<file path="src/rtl/uart_tx_mmio.sv">
// uart_tx_mmio: store-driven UART transmitter with byte FIFO and status word.
// Define UART_TX_PARITY_EN for 8E1 frames (even parity); default is 8N1.
module uart_tx_mmio #(
  parameter int CLKS_PER_BIT = 868,
  parameter int FIFO_DEPTH   = 16
) (
  input  logic        clock,
  input  logic        reset,
  input  logic        write_enable,
  input  logic [3:0]  mem_mask_write,
  input  logic        addr_write,
  input  logic [31:0] data_in,
  input  logic        read_enable,
  input  logic        addr_read,
  output logic [31:0] data_out,
  output logic        tx
);

  localparam int AW = $clog2(FIFO_DEPTH);
  localparam int CW = $clog2(CLKS_PER_BIT);
  localparam logic [CW-1:0] C_RELOAD = CW'(CLKS_PER_BIT - 1);
  localparam logic [AW:0]   C_DEPTH  = (AW+1)'(FIFO_DEPTH);

  localparam logic [2:0] S_IDLE   = 3'd0;
  localparam logic [2:0] S_START  = 3'd1;
  localparam logic [2:0] S_DATA   = 3'd2;
  localparam logic [2:0] S_STOP   = 3'd3;
`ifdef UART_TX_PARITY_EN
  localparam logic [2:0] S_PARITY = 3'd4;
`endif

  logic [7:0]    r_mem [FIFO_DEPTH];
  logic [AW-1:0] r_wr;
  logic [AW-1:0] r_rd;
  logic [AW:0]   r_level;
  logic          r_ovf;
  logic [2:0]    r_state;
  logic [CW-1:0] r_cnt;
  logic [2:0]    r_idx;
  logic [7:0]    r_shift;
  logic          r_tx;
  logic [31:0]   r_data_out;
`ifdef UART_TX_PARITY_EN
  logic          r_par;
`endif

  logic        w_full;
  logic        w_empty;
  logic        w_push_req;
  logic        w_push;
  logic        w_clr;
  logic        w_tick;
  logic        w_pop;
  logic [31:0] w_status;
  logic        w_unused;

  assign w_full     = (r_level == C_DEPTH);
  assign w_empty    = (r_level == '0);
  assign w_push_req = write_enable && !addr_write && mem_mask_write[0];
  assign w_push     = w_push_req && !w_full;
  assign w_clr      = write_enable && addr_write && mem_mask_write[0]
                      && data_in[3];
  assign w_tick     = (r_cnt == '0);
  assign w_pop      = !w_empty && ((r_state == S_IDLE) ||
                      (r_state == S_STOP && w_tick));
  assign w_unused   = ^{data_in[31:8], mem_mask_write[3:1]};

  assign data_out = r_data_out;
  assign tx       = r_tx;

  // Assemble the status word from the current registered state.
  always_comb begin
    w_status             = '0;
    w_status[0]          = w_full;
    w_status[1]          = w_empty;
    w_status[2]          = (r_state != S_IDLE);
    w_status[3]          = r_ovf;
    w_status[AW+8:8]     = r_level;
  end

  // FIFO storage; contents need no reset since level gates every read.
  always_ff @(posedge clock) begin
    if (w_push) begin
      r_mem[r_wr] <= data_in[7:0];
    end
  end

  // FIFO pointers and occupancy; push and pop together keep level.
  always_ff @(posedge clock) begin
    if (reset) begin
      r_wr    <= '0;
      r_rd    <= '0;
      r_level <= '0;
    end else begin
      if (w_push) r_wr <= r_wr + 1'b1;
      if (w_pop)  r_rd <= r_rd + 1'b1;
      case ({w_push, w_pop})
        2'b10:   r_level <= r_level + 1'b1;
        2'b01:   r_level <= r_level - 1'b1;
        default: r_level <= r_level;
      endcase
    end
  end

  // Sticky overflow: set by a dropped push, cleared through CTRL.
  always_ff @(posedge clock) begin
    if (reset) begin
      r_ovf <= 1'b0;
    end else if (w_push_req && w_full) begin
      r_ovf <= 1'b1;
    end else if (w_clr) begin
      r_ovf <= 1'b0;
    end
  end

  // Registered read port; holds its value when not reading.
  always_ff @(posedge clock) begin
    if (reset) begin
      r_data_out <= '0;
    end else if (read_enable) begin
      r_data_out <= addr_read ? w_status : 32'd0;
    end
  end

  // Serializer: start, eight data bits LSB first, optional parity, stop.
  always_ff @(posedge clock) begin
    if (reset) begin
      r_state <= S_IDLE;
      r_cnt   <= '0;
      r_idx   <= '0;
      r_shift <= '0;
      r_tx    <= 1'b1;
`ifdef UART_TX_PARITY_EN
      r_par   <= 1'b0;
`endif
    end else begin
      case (r_state)
        S_IDLE: begin
          r_tx <= 1'b1;
          if (w_pop) begin
            r_shift <= r_mem[r_rd];
`ifdef UART_TX_PARITY_EN
            r_par   <= ^r_mem[r_rd];
`endif
            r_cnt   <= C_RELOAD;
            r_tx    <= 1'b0;
            r_state <= S_START;
          end
        end
        S_START: begin
          if (w_tick) begin
            r_cnt   <= C_RELOAD;
            r_tx    <= r_shift[0];
            r_idx   <= '0;
            r_state <= S_DATA;
          end else begin
            r_cnt <= r_cnt - 1'b1;
          end
        end
        S_DATA: begin
          if (w_tick) begin
            r_cnt <= C_RELOAD;
            if (r_idx == 3'd7) begin
`ifdef UART_TX_PARITY_EN
              r_tx    <= r_par;
              r_state <= S_PARITY;
`else
              r_tx    <= 1'b1;
              r_state <= S_STOP;
`endif
            end else begin
              r_shift <= r_shift >> 1;
              r_tx    <= r_shift[1];
              r_idx   <= r_idx + 3'd1;
            end
          end else begin
            r_cnt <= r_cnt - 1'b1;
          end
        end
`ifdef UART_TX_PARITY_EN
        S_PARITY: begin
          if (w_tick) begin
            r_cnt   <= C_RELOAD;
            r_tx    <= 1'b1;
            r_state <= S_STOP;
          end else begin
            r_cnt <= r_cnt - 1'b1;
          end
        end
`endif
        S_STOP: begin
          if (w_tick) begin
            if (w_pop) begin
              r_shift <= r_mem[r_rd];
`ifdef UART_TX_PARITY_EN
              r_par   <= ^r_mem[r_rd];
`endif
              r_cnt   <= C_RELOAD;
              r_tx    <= 1'b0;
              r_state <= S_START;
            end else begin
              r_tx    <= 1'b1;
              r_state <= S_IDLE;
            end
          end else begin
            r_cnt <= r_cnt - 1'b1;
          end
        end
        default: begin
          r_tx    <= 1'b1;
          r_state <= S_IDLE;
        end
      endcase
    end
  end

endmodule

</file>
<file path="config.mk">
export PLATFORM = sky130hd
export DESIGN_NAME = uart_tx_mmio
export DESIGN_NICKNAME = d
export VERILOG_FILES = /design/src/rtl/uart_tx_mmio.sv
export SDC_FILE = /design/constraint.sdc
export NUM_CORES = 1
export LEC_CHECK = 0
export BUFFER_PORTS_ARGS = -buffer_cell sky130_fd_sc_hd__buf_2
export CAP_MARGIN = 20
export CORE_MARGIN = 10
export CORE_UTILIZATION = 53
export DETAILED_ROUTE_END_ITERATION = 12
export PLACE_DENSITY = 0.75
export SLEW_MARGIN = 10
export SYNTH_ARGS = -nofsm -noshare
export SYNTH_HDL_FRONTEND = slang
export SYNTH_SLANG_ARGS = --single-unit
</file>
<file path="constraint.sdc">
create_clock -name clock -period 3.5 [get_ports clock]
set_input_delay 0.7 -clock clock [delete_from_list [all_inputs] [get_ports clock]]
set_output_delay 0.7 -clock clock [all_outputs]
set_load 0.005 [all_outputs]
</file>
==> impl_metrics.py <==
metrics = {
    "sta": {
        "min_period_ns": 3.17,
        "fin_crit_sh_pct": 90.5,
        "rsz0062_at_grt": "no",
        "layout_setup_ws_ns": 0.333,
        "slew_headroom_pct": 35.1,
        "tightest_slew_ns": 0.972,
        "slew_violations": 0,
        "hold_viol_final": 0,
        "timing.hold.ws_ns": 0.460,
        "fmaxAchievable_mhz": 316,
        "setup_viol": 0,
        "setup_tns_ns": 0,
        "clock_skew_ns": 0.0118,
    },
    "power_and_ir_drop": {
        "seqPwrFrac_pct": 42.8,
        "powerDensity_mw_per_mm2": 683,
        "ir_drop_v": 0.000458,
        "power.leakage_uw": 0.00308,
        "clockPowerShare_pct": 30.8,
        "intPower_uw": 4120,
        "power_uw": 6020,
        "p_sw_uw": 1900,
        "combPwrFrac_pct": 26.3,
        "switching_share_pct": 31.6,
    },
    "place": {
        "place_ws_ns": 0.401,
        "place_inst": 805,
        "place_hpwl_um": 10700,
        "port_buffers": 24,
        "routabilityCongestion": 0.832,
    },
    "detailed_routing": {
        "vias": 4818,
        "ant_nets": 0,
        "routed_via_density": 5.76,
        "wl_per_cell_um": 19.3,
        "drt-pass1-iter-count": 5,
        "drt_iter0_markers": 352,
        "drc": 0,
        "routed_wl_um": 16100,
    },
    "cts": {
        "cts.path.max_buffers": 2,
        "h-tree-depth": 4,
        "insertion_delay_ns": 0.43,
        "cts_root_buf": "clkbuf_16",
        "cts.repair.resized": 0,
        "cts_buffers": 17,
        "cts_sinks": 179,
        "ctsHoldBuffers": 0,
        "clkTransAtPathRegs_ns": 0.06,
        "tritoncts": "built",
        "post_cts.repair.setup_buffers": 0,
    },
    "critical_path": {
        "cp-start-kind": "register",
        "worst-r2r-cell-count": 13,
        "r2r_setup_slack_ns": 0.33,
        "cpPeakStageDelay_ns": 0.41,
        "critPathArrivalTime_ns": 3.49,
        "r2r_start": "r_cnt[0]",
        "worstPathMaxFanout": 10,
        "worstPathRequired_ns": 3.82,
        "regToRegEndpoint": "r_level[4]",
        "critPathCaptureType": "register",
        "worst-setup-path-type": "register to register",
        "crit_path_top_delay_cell": "ha_1",
        "crit_chain": "inv_1 > ha_1 > nor3b_1 > a41oi_1 > nor2_1 > ha_1 > xor2_1 > ha_1 > nor2_1 > nor3b_1 > o21ai_0 > a31oi_1 > mux2_2",
        "cp_common_cell": "ha_1",
    },
    "hold_path": {
        "hold_path.startpoint": "r_shift[7]",
        "hold_end": "r_shift[7]",
        "hold_class": "register to register",
        "whs_path_depth": 2,
    },
    "global_route": {
        "globalRouteOverflowTotal": 0,
        "grt_max_degree": 46,
        "antenna_found_initial": 0,
        "grtUsageTotal_pct": 16.3,
        "grt_pass1_wl_um": 25800,
        "grt_pass1_vias": 5020,
    },
    "synthesis": {
        "yosysWarnings": 0,
        "syn_inst": 605,
        "syn-mean-instance-area_um2": 13.1,
        "yosysSeqAreaShare_pct": 61.2,
        "synth_cell_type_count": 60,
        "yosys-top-cells-area": "edfxtp_1, dfxtp_1, mux4_2",
        "synth-seq-cells": 179,
        "synth_top_cell_area_share_pct": 48.4,
        "synthFlopType": "edfxtp_1",
        "synth_edf_count": 128,
        "async_flop_share_pct": 0,
        "synth.largest_area_cell": "edfxtp_1",
        "synthesis.area_mm2": 0.00794,
    },
    "floorplan": {
        "start_util_pct": 54.5,
        "die_area_mm2": 0.0203,
        "die_w_um": 142,
        "die_h_um": 142,
        "ioPinCount": 75,
        "core_mm2": 0.0146,
        "row_count": 44,
    },
    "run": {
        "drv_cap": 0,
    },
    "layout": {
        "final_layout_size_suffix_gt1_share_pct": 19.4,
        "final_common_cell": "edfxtp_1",
        "antennaDiodeCount": 0,
        "fill_cells": 1058,
        "final_cell_mix": "edfxtp_1, nor2_1, dfxtp_1",
        "final_net_count": 702,
        "stdcell_count": 837,
        "syn2layout_area_growth_pct": 11.0,
    },
    "status": {
        "outcome": "complete, no violations",
    },
}
per-layer routing:
metal  routed length, um  vias to the layer above  global-route usage, %  share of wire, %
met4                 454                        0                   7.77               2.8
li1                    -                     2292                      -                 -
met2                8280                      122                   28.7                51
met1                6680                     2371                   18.4                41
met3                 726                       33                   3.50               4.5
met5                   0                        -                      0                 0
power groups by stage:
stage               registers [uW]  logic (uW)  clock network, uW
global placement              2610        1510                  0
detailed placement            2620        1560                  0
global route                  2600        1750               1950
floorplan                     2520        1290                  0
finish                        2580        1590               1860
CTS                           2580        1580               1880
flip-flops by register name (all words and copies together), names as in the netlist, 3 cells and up, named ones only:
signal    flops
r_level       5
r_shift       8
r_cnt        10
r_rd          4
r_wr          4
data_out      9
r_idx         3
r_mem       128
cell families (layout without fill, tap and decap cells):
| family | Yosys count | after routing | share of synthesized area [%] |
|---|---|---|---|
| flip-flops | 179 | 179 | 61.2 |
| AND/OR/NAND/NOR | 167 | 167 | 10.9 |
| AO/OA/AOI/OAI | 104 | 104 | 9.07 |
| buffers and inverters | 72 | 98 | 4.80 |
| multiplexers | 52 | 52 | 9.72 |
| adder cells (fa/ha/maj) | 20 | 20 | 3.15 |
| XOR/XNOR | 10 | 10 | 1.10 |
| other | 1 | 23 | 0.0472 |
per-stage QoR:
step / util [%] / cell area (um2)
floorplan: - / 8030
global placement: 56.5 / 8240
detailed placement: 56.5 / 8240
CTS: 60.4 / 8820
global route: 60.4 / 8820
finish: 60.4 / 8820
how the worst max path moves through the flow:
stage,start,end,depth (start not counted)
CTS,r_cnt[0],r_level[4],13
finish,r_cnt[0],r_level[4],13
global route,r_cnt[0],r_level[4],13
floorplan,r_cnt[0],r_level[4],14
detailed placement,r_cnt[0],r_level[4],13
global placement,mem_mask_write[0],r_level[4],12
worst max-delay path, delay by kind of cell, from the launching register on:
kind,cells,cell delay (ns)
buf+inv,1,0.10
simple gates,4,0.70
mux,1,0.36
compound gates,3,0.58
fa+ha+maj,3,0.79
xor+xnor,1,0.18
flops,1,0.35
cells in the mapped netlist (all sizes together), types with 13 or more instances:
cell type / count
nand2: 19
nor3: 23
nand2b: 19
a211oi: 17
mux4: 18
o21ai: 24
dfxtp: 51
ha: 20
mux2i: 13
edfxtp: 128
buf: 35
mux2: 21
nor2: 51
clkbuf: 19
inv: 18
a21oi: 21
layout make-up:
cell class | instances | area [um2] | share of cell area [%]
clock buffers | 19 | 433 | 4.91
clock inverters | 13 | 139 | 1.58
inverters | 18 | 67.6 | 0.766
multi-input cells | 376 | 2780 | 31.5
flip-flops and latches | 179 | 4870 | 55.2
well taps | 184 | 230 | 2.61
repair buffers | 48 | 300 | 3.41
Power figures use the tool's default switching activity.
